===== src/rtl/seq_shift_add_multiplier.sv =====
// Sequential unsigned WIDTH x WIDTH shift-and-add multiplier.
// Each CALC cycle adds through a WIDTH-bit ripple-carry adder and retires one multiplier bit.
module seq_shift_add_multiplier #(
    parameter int WIDTH = 4
) (
    input  logic                 clk,
    input  logic                 rst_n,
    input  logic                 in_valid,
    output logic                 in_ready,
    input  logic [WIDTH-1:0]     in_a,
    input  logic [WIDTH-1:0]     in_b,
    output logic                 out_valid,
    input  logic                 out_ready,
    output logic [2*WIDTH-1:0]   out_product,
    output logic                 busy
);

    localparam int CNT_W = (WIDTH > 1) ? $clog2(WIDTH) : 1;
    localparam logic [CNT_W-1:0] LAST = CNT_W'(WIDTH - 1);

    typedef enum logic [1:0] {
        IDLE = 2'd0,
        CALC = 2'd1,
        DONE = 2'd2
    } state_t;

    state_t             state;
    logic [WIDTH-1:0]   mcand;
    logic [2*WIDTH-1:0] p;
    logic [CNT_W-1:0]   count;

    logic [WIDTH-1:0]   addend;
    logic [WIDTH:0]     sum;
    logic [2*WIDTH-1:0] p_next;

    // Full-adder chain with carry-in 0; the MSB of the result is the carry-out.
    function automatic logic [WIDTH:0] ripple_add(input logic [WIDTH-1:0] a,
                                                  input logic [WIDTH-1:0] b);
        logic [WIDTH:0]   c;
        logic [WIDTH-1:0] s;
        c[0] = 1'b0;
        for (int i = 0; i < WIDTH; i++) begin
            s[i]   = a[i] ^ b[i] ^ c[i];
            c[i+1] = (a[i] & b[i]) | (c[i] & (a[i] ^ b[i]));
        end
        return {c[WIDTH], s};
    endfunction

    always_comb begin
        addend = p[0] ? mcand : '0;
        sum    = ripple_add(p[2*WIDTH-1:WIDTH], addend);
        p_next = {sum, p[WIDTH-1:1]};
    end

    always_ff @(posedge clk) begin
        if (!rst_n) begin
            state       <= IDLE;
            in_ready    <= 1'b1;
            out_valid   <= 1'b0;
            busy        <= 1'b0;
            out_product <= '0;
            count       <= '0;
        end else begin
            case (state)
                IDLE: begin
                    if (in_valid) begin
                        mcand    <= in_a;
                        p        <= {{WIDTH{1'b0}}, in_b};
                        count    <= '0;
                        state    <= CALC;
                        in_ready <= 1'b0;
                        busy     <= 1'b1;
                    end
                end
                CALC: begin
                    p     <= p_next;
                    count <= count + 1'b1;
                    // Publish the final partial product on the same edge that finishes it.
                    if (count == LAST) begin
                        state       <= DONE;
                        out_valid   <= 1'b1;
                        out_product <= p_next;
                    end
                end
                DONE: begin
                    if (out_ready) begin
                        state       <= IDLE;
                        out_valid   <= 1'b0;
                        busy        <= 1'b0;
                        in_ready    <= 1'b1;
                        out_product <= '0;
                    end
                end
                default: begin
                    state     <= IDLE;
                    in_ready  <= 1'b1;
                    out_valid <= 1'b0;
                    busy      <= 1'b0;
                end
            endcase
        end
    end

endmodule

===== config.mk =====
export PLATFORM = sky130hd
export DESIGN_NAME = seq_shift_add_multiplier
export DESIGN_NICKNAME = d
export VERILOG_FILES = /design/src/rtl/seq_shift_add_multiplier.sv
export SDC_FILE = /design/constraint.sdc
export NUM_CORES = 1
export LEC_CHECK = 0
export CAP_MARGIN = 15
export CORE_MARGIN = 1
export CORE_UTILIZATION = 45
export DETAILED_ROUTE_END_ITERATION = 10
export MAX_ROUTING_LAYER = met4
export PLACE_DENSITY = 0.85
export SKIP_CTS_REPAIR_TIMING = 1
export SYNTH_ARGS = -nofsm -noshare
export SYNTH_HDL_FRONTEND = slang
export SYNTH_SLANG_ARGS = --single-unit

===== constraint.sdc =====
create_clock -name clk -period 2.3 [get_ports clk]
set_input_delay 0.46 -clock clk [delete_from_list [all_inputs] [get_ports clk]]
set_output_delay 0.46 -clock clk [all_outputs]
set_load 0.02 [all_outputs]

==> results.toml <==
[run_status]
status = "finished clean"

[yosys]
synth_compound_area_frac = 0.1435
avgSynthCellArea_um2 = 11.48
yosysUniqueCellTypes = 26
synthAdderAreaFrac = 0.07335
synth_cells = 101
synth_nets = 118
ys_warn_count = 0
synthXorXnorAreaFrac = 0
synth-seq-cells = 27
synth_area_mm2 = 0.001160
muxShareOfSynthArea = 0
yosysSeqAreaShare = 0.5696
synth_top_family_by_area = "simple AND/OR/NAND/NOR gates"
synthSimpleGateAreaFrac = 0.1650

[timing]
maxSlewHeadroom = 0.6190
final-hold-violation-count = 0
worst_slew_pin_slew_ps = 570.3
finalCriticalPeriod_ps = 2226
slew_violations = 0
clock.fmax_mhz = 449.3
skew_ps = 7.057
setup-tns-final_ps = 0
min_period_over_period = 0.9676
rsz0062_at_grt = "yes"
setup_viol = 0

[final_layout]
syn_to_final_growth_pct = 23.09
antenna_cells = 0
nNetsFinal = 142
drive_above_1_share = 0.09677
fillers = 220
utilization = 0.5815

[worst_setup_path]
cp.required_ps = 2400
ff2ff_setup_slack_ps = 70
cp_cell_sequence = "and2_1, ha_1, inv_1, fa_2, fa_2, fa_1, nor2_1"
worst-path-stages = 7
setup.worst_path.start_class = "flop"
reg2reg_depth = 7
crit_arrival_ps = 2330
crit_path_max_fanout = 2
crit_family = "adder cells"
path_common_cell = "fa_2"
cpPeakStageDelay_ps = 550
cpMaxStageDelayCell = "fa_1"
end_kind = "flop"
path_class = "reg2reg"
cp_num_buf_inv = 1

[flow_run]
drv_cap = 0

[routing]
drt_iter0_drc = 15
drc = 0
wl_um = 2183
first_pass_iters = 4
ant_nets = 0
vias = 827
wl_per_cell_um = 14.18
routed_via_density = 5.370

[global_routing]
grt_pass1_wl_um = 3484
grt_max_degree = 16
grtUsageTotal = 0.1761
antenna_found_initial = 0
grt_pass1_vias = 772
gr-total-overflow = 0

[power]
p_leak_nw = 0.5304
peakVddDrop_mv = 0.3752
finalPower_w = 0.0008515
powerDensity_mw_per_mm2 = 596.5

[clock_tree]
worst_skew_pair.late_latency_ps = 320
ctsHtreeMaxLevel = 1
cts_buffer_depth = 2
cts_sinks = 27
clk_pin_slew_ps = 150
cts_root_buf = "clkbuf_4"
cts_tree = "done"
numCtsBuffers = 3

[min_path]
hp-class = "reg2reg"
holdPathStages = 1

[die]
dieArea_mm2 = 0.002785
io_pins = 23
coreArea_mm2 = 0.002455
fp.dieW_um = 52.77
die_h_um = 52.77
row_count = 18
initial_core_util = 0.4725

[place]
hpwl_um = 1609
gp_congestion = 0.7595
io_buffer_count = 22
## per-layer routing
metal,track usage,vias to the layer above,share of wire
li1,-,391,-
met1,0.2394,412,0.47
met2,0.2785,22,0.49
met3,0.02609,2,0.031
met4,0.03947,0,0.0069
met5,-,-,0
## flip-flops by register name, indices dropped and copies added, names as in the netlist
name,cells
count,2
mcand,4
in_ready,1
out_valid,1
state,2
busy,1
out_product,8
p,8
## layout make-up
| cell class | instances | area (um^2) | area share |
|---|---|---|---|
| clock buffers | 3 | 22.52 | 0.01578 |
| clock inverters | 1 | 5.005 | 0.003506 |
| inverters | 5 | 18.77 | 0.01315 |
| multi-input cells | 64 | 447.9 | 0.3138 |
| flip-flops and latches | 27 | 660.6 | 0.4628 |
| well taps | 30 | 37.54 | 0.02629 |
| repair buffers | 24 | 235.2 | 0.1648 |
## cells in the mapped netlist (all sizes together)
cell	n	area share
dfxtp	15	0.26
inv	5	0.016
and4bb	1	0.011
nor2b	3	0.016
o21a	1	0.0065
a22oi	1	0.0065
or2	1	0.0054
ha	2	0.022
nand2b	4	0.028
buf	5	0.032
nor2	7	0.023
a21boi	3	0.019
o21ai	3	0.013
nor3b	1	0.0065
a21oi	3	0.013
o221a	1	0.017
nand2	17	0.055
nand3	1	0.0043
and2	2	0.011
and3	1	0.0054
fa	3	0.052
a22o	4	0.030
edfxtp	12	0.31
o2bb2ai	5	0.038
## final timing paths
path	end	from
max	p[6]$_SDFFCE_PN0P_	p[0]$_DFFE_PP_
min	out_product[5]$_SDFFE_PN0P_	out_product[5]$_SDFFE_PN0P_
min reg2reg	out_product[5]$_SDFFE_PN0P_	out_product[5]$_SDFFE_PN0P_
max reg2reg	p[6]$_SDFFCE_PN0P_	p[0]$_DFFE_PP_
## logic make-up (layout without fill, tap and decap cells)
family	after synthesis	after routing
fa+ha+maj	5	5
flops	27	27
buf+inv	10	33
simple gates	38	38
compound gates	21	21
## cells in the final DEF (no fill, tap or decap)
master           instances
o21a_1                   1
nand2_1                 17
and2_1                   2
a22o_1                   4
dfxtp_1                 15
fa_2                     2
o21ai_0                  3
fa_1                     1
ha_1                     2
and4bb_2                 1
o2bb2ai_1                5
a21oi_1                  3
a21boi_0                 3
buf_4                    2
a22oi_1                  1
or2_2                    1
clkdlybuf4s50_1         22
clkbuf_4                 3
nor2b_1                  3
nand2b_1                 3
and3_1                   1
o221a_4                  1
nor2_1                   7
nor3b_1                  1
clkinv_2                 1
nand2b_4                 1
inv_1                    5
nand3_1                  1
edfxtp_1                12
## through the flow
| stage | area, um^2 | hold slack [ps] | std cells | worst slack [ps] |
|---|---|---|---|---|
| after floorplan | 1160 | 460.6 | 101 | 120.7 |
| after global placement | 1395 | 443.5 | 150 | 141.3 |
| after detailed placement | 1395 | 454.8 | 150 | 65.76 |
| after CTS | 1423 | 483.5 | 154 | 52.34 |
| after global routing | 1428 | 500.2 | 154 | -26.61 |
| final | 1428 | 479.9 | 154 | 74.47 |
## report_power, final
| part | total, W | leakage (nW) | internal [W] | switching, W |
|---|---|---|---|---|
| Sequential | 0.000537 | 0.237 | 0.000525 | 0.0000123 |
| Clock | 0.000204 | 0.0177 | 0.0000650 | 0.000139 |
| Combinational | 0.000111 | 0.276 | 0.0000550 | 0.0000560 |
| Total | 0.000852 | 0.530 | 0.000645 | 0.000207 |
No activity file was read; power rests on OpenSTA's default activity.
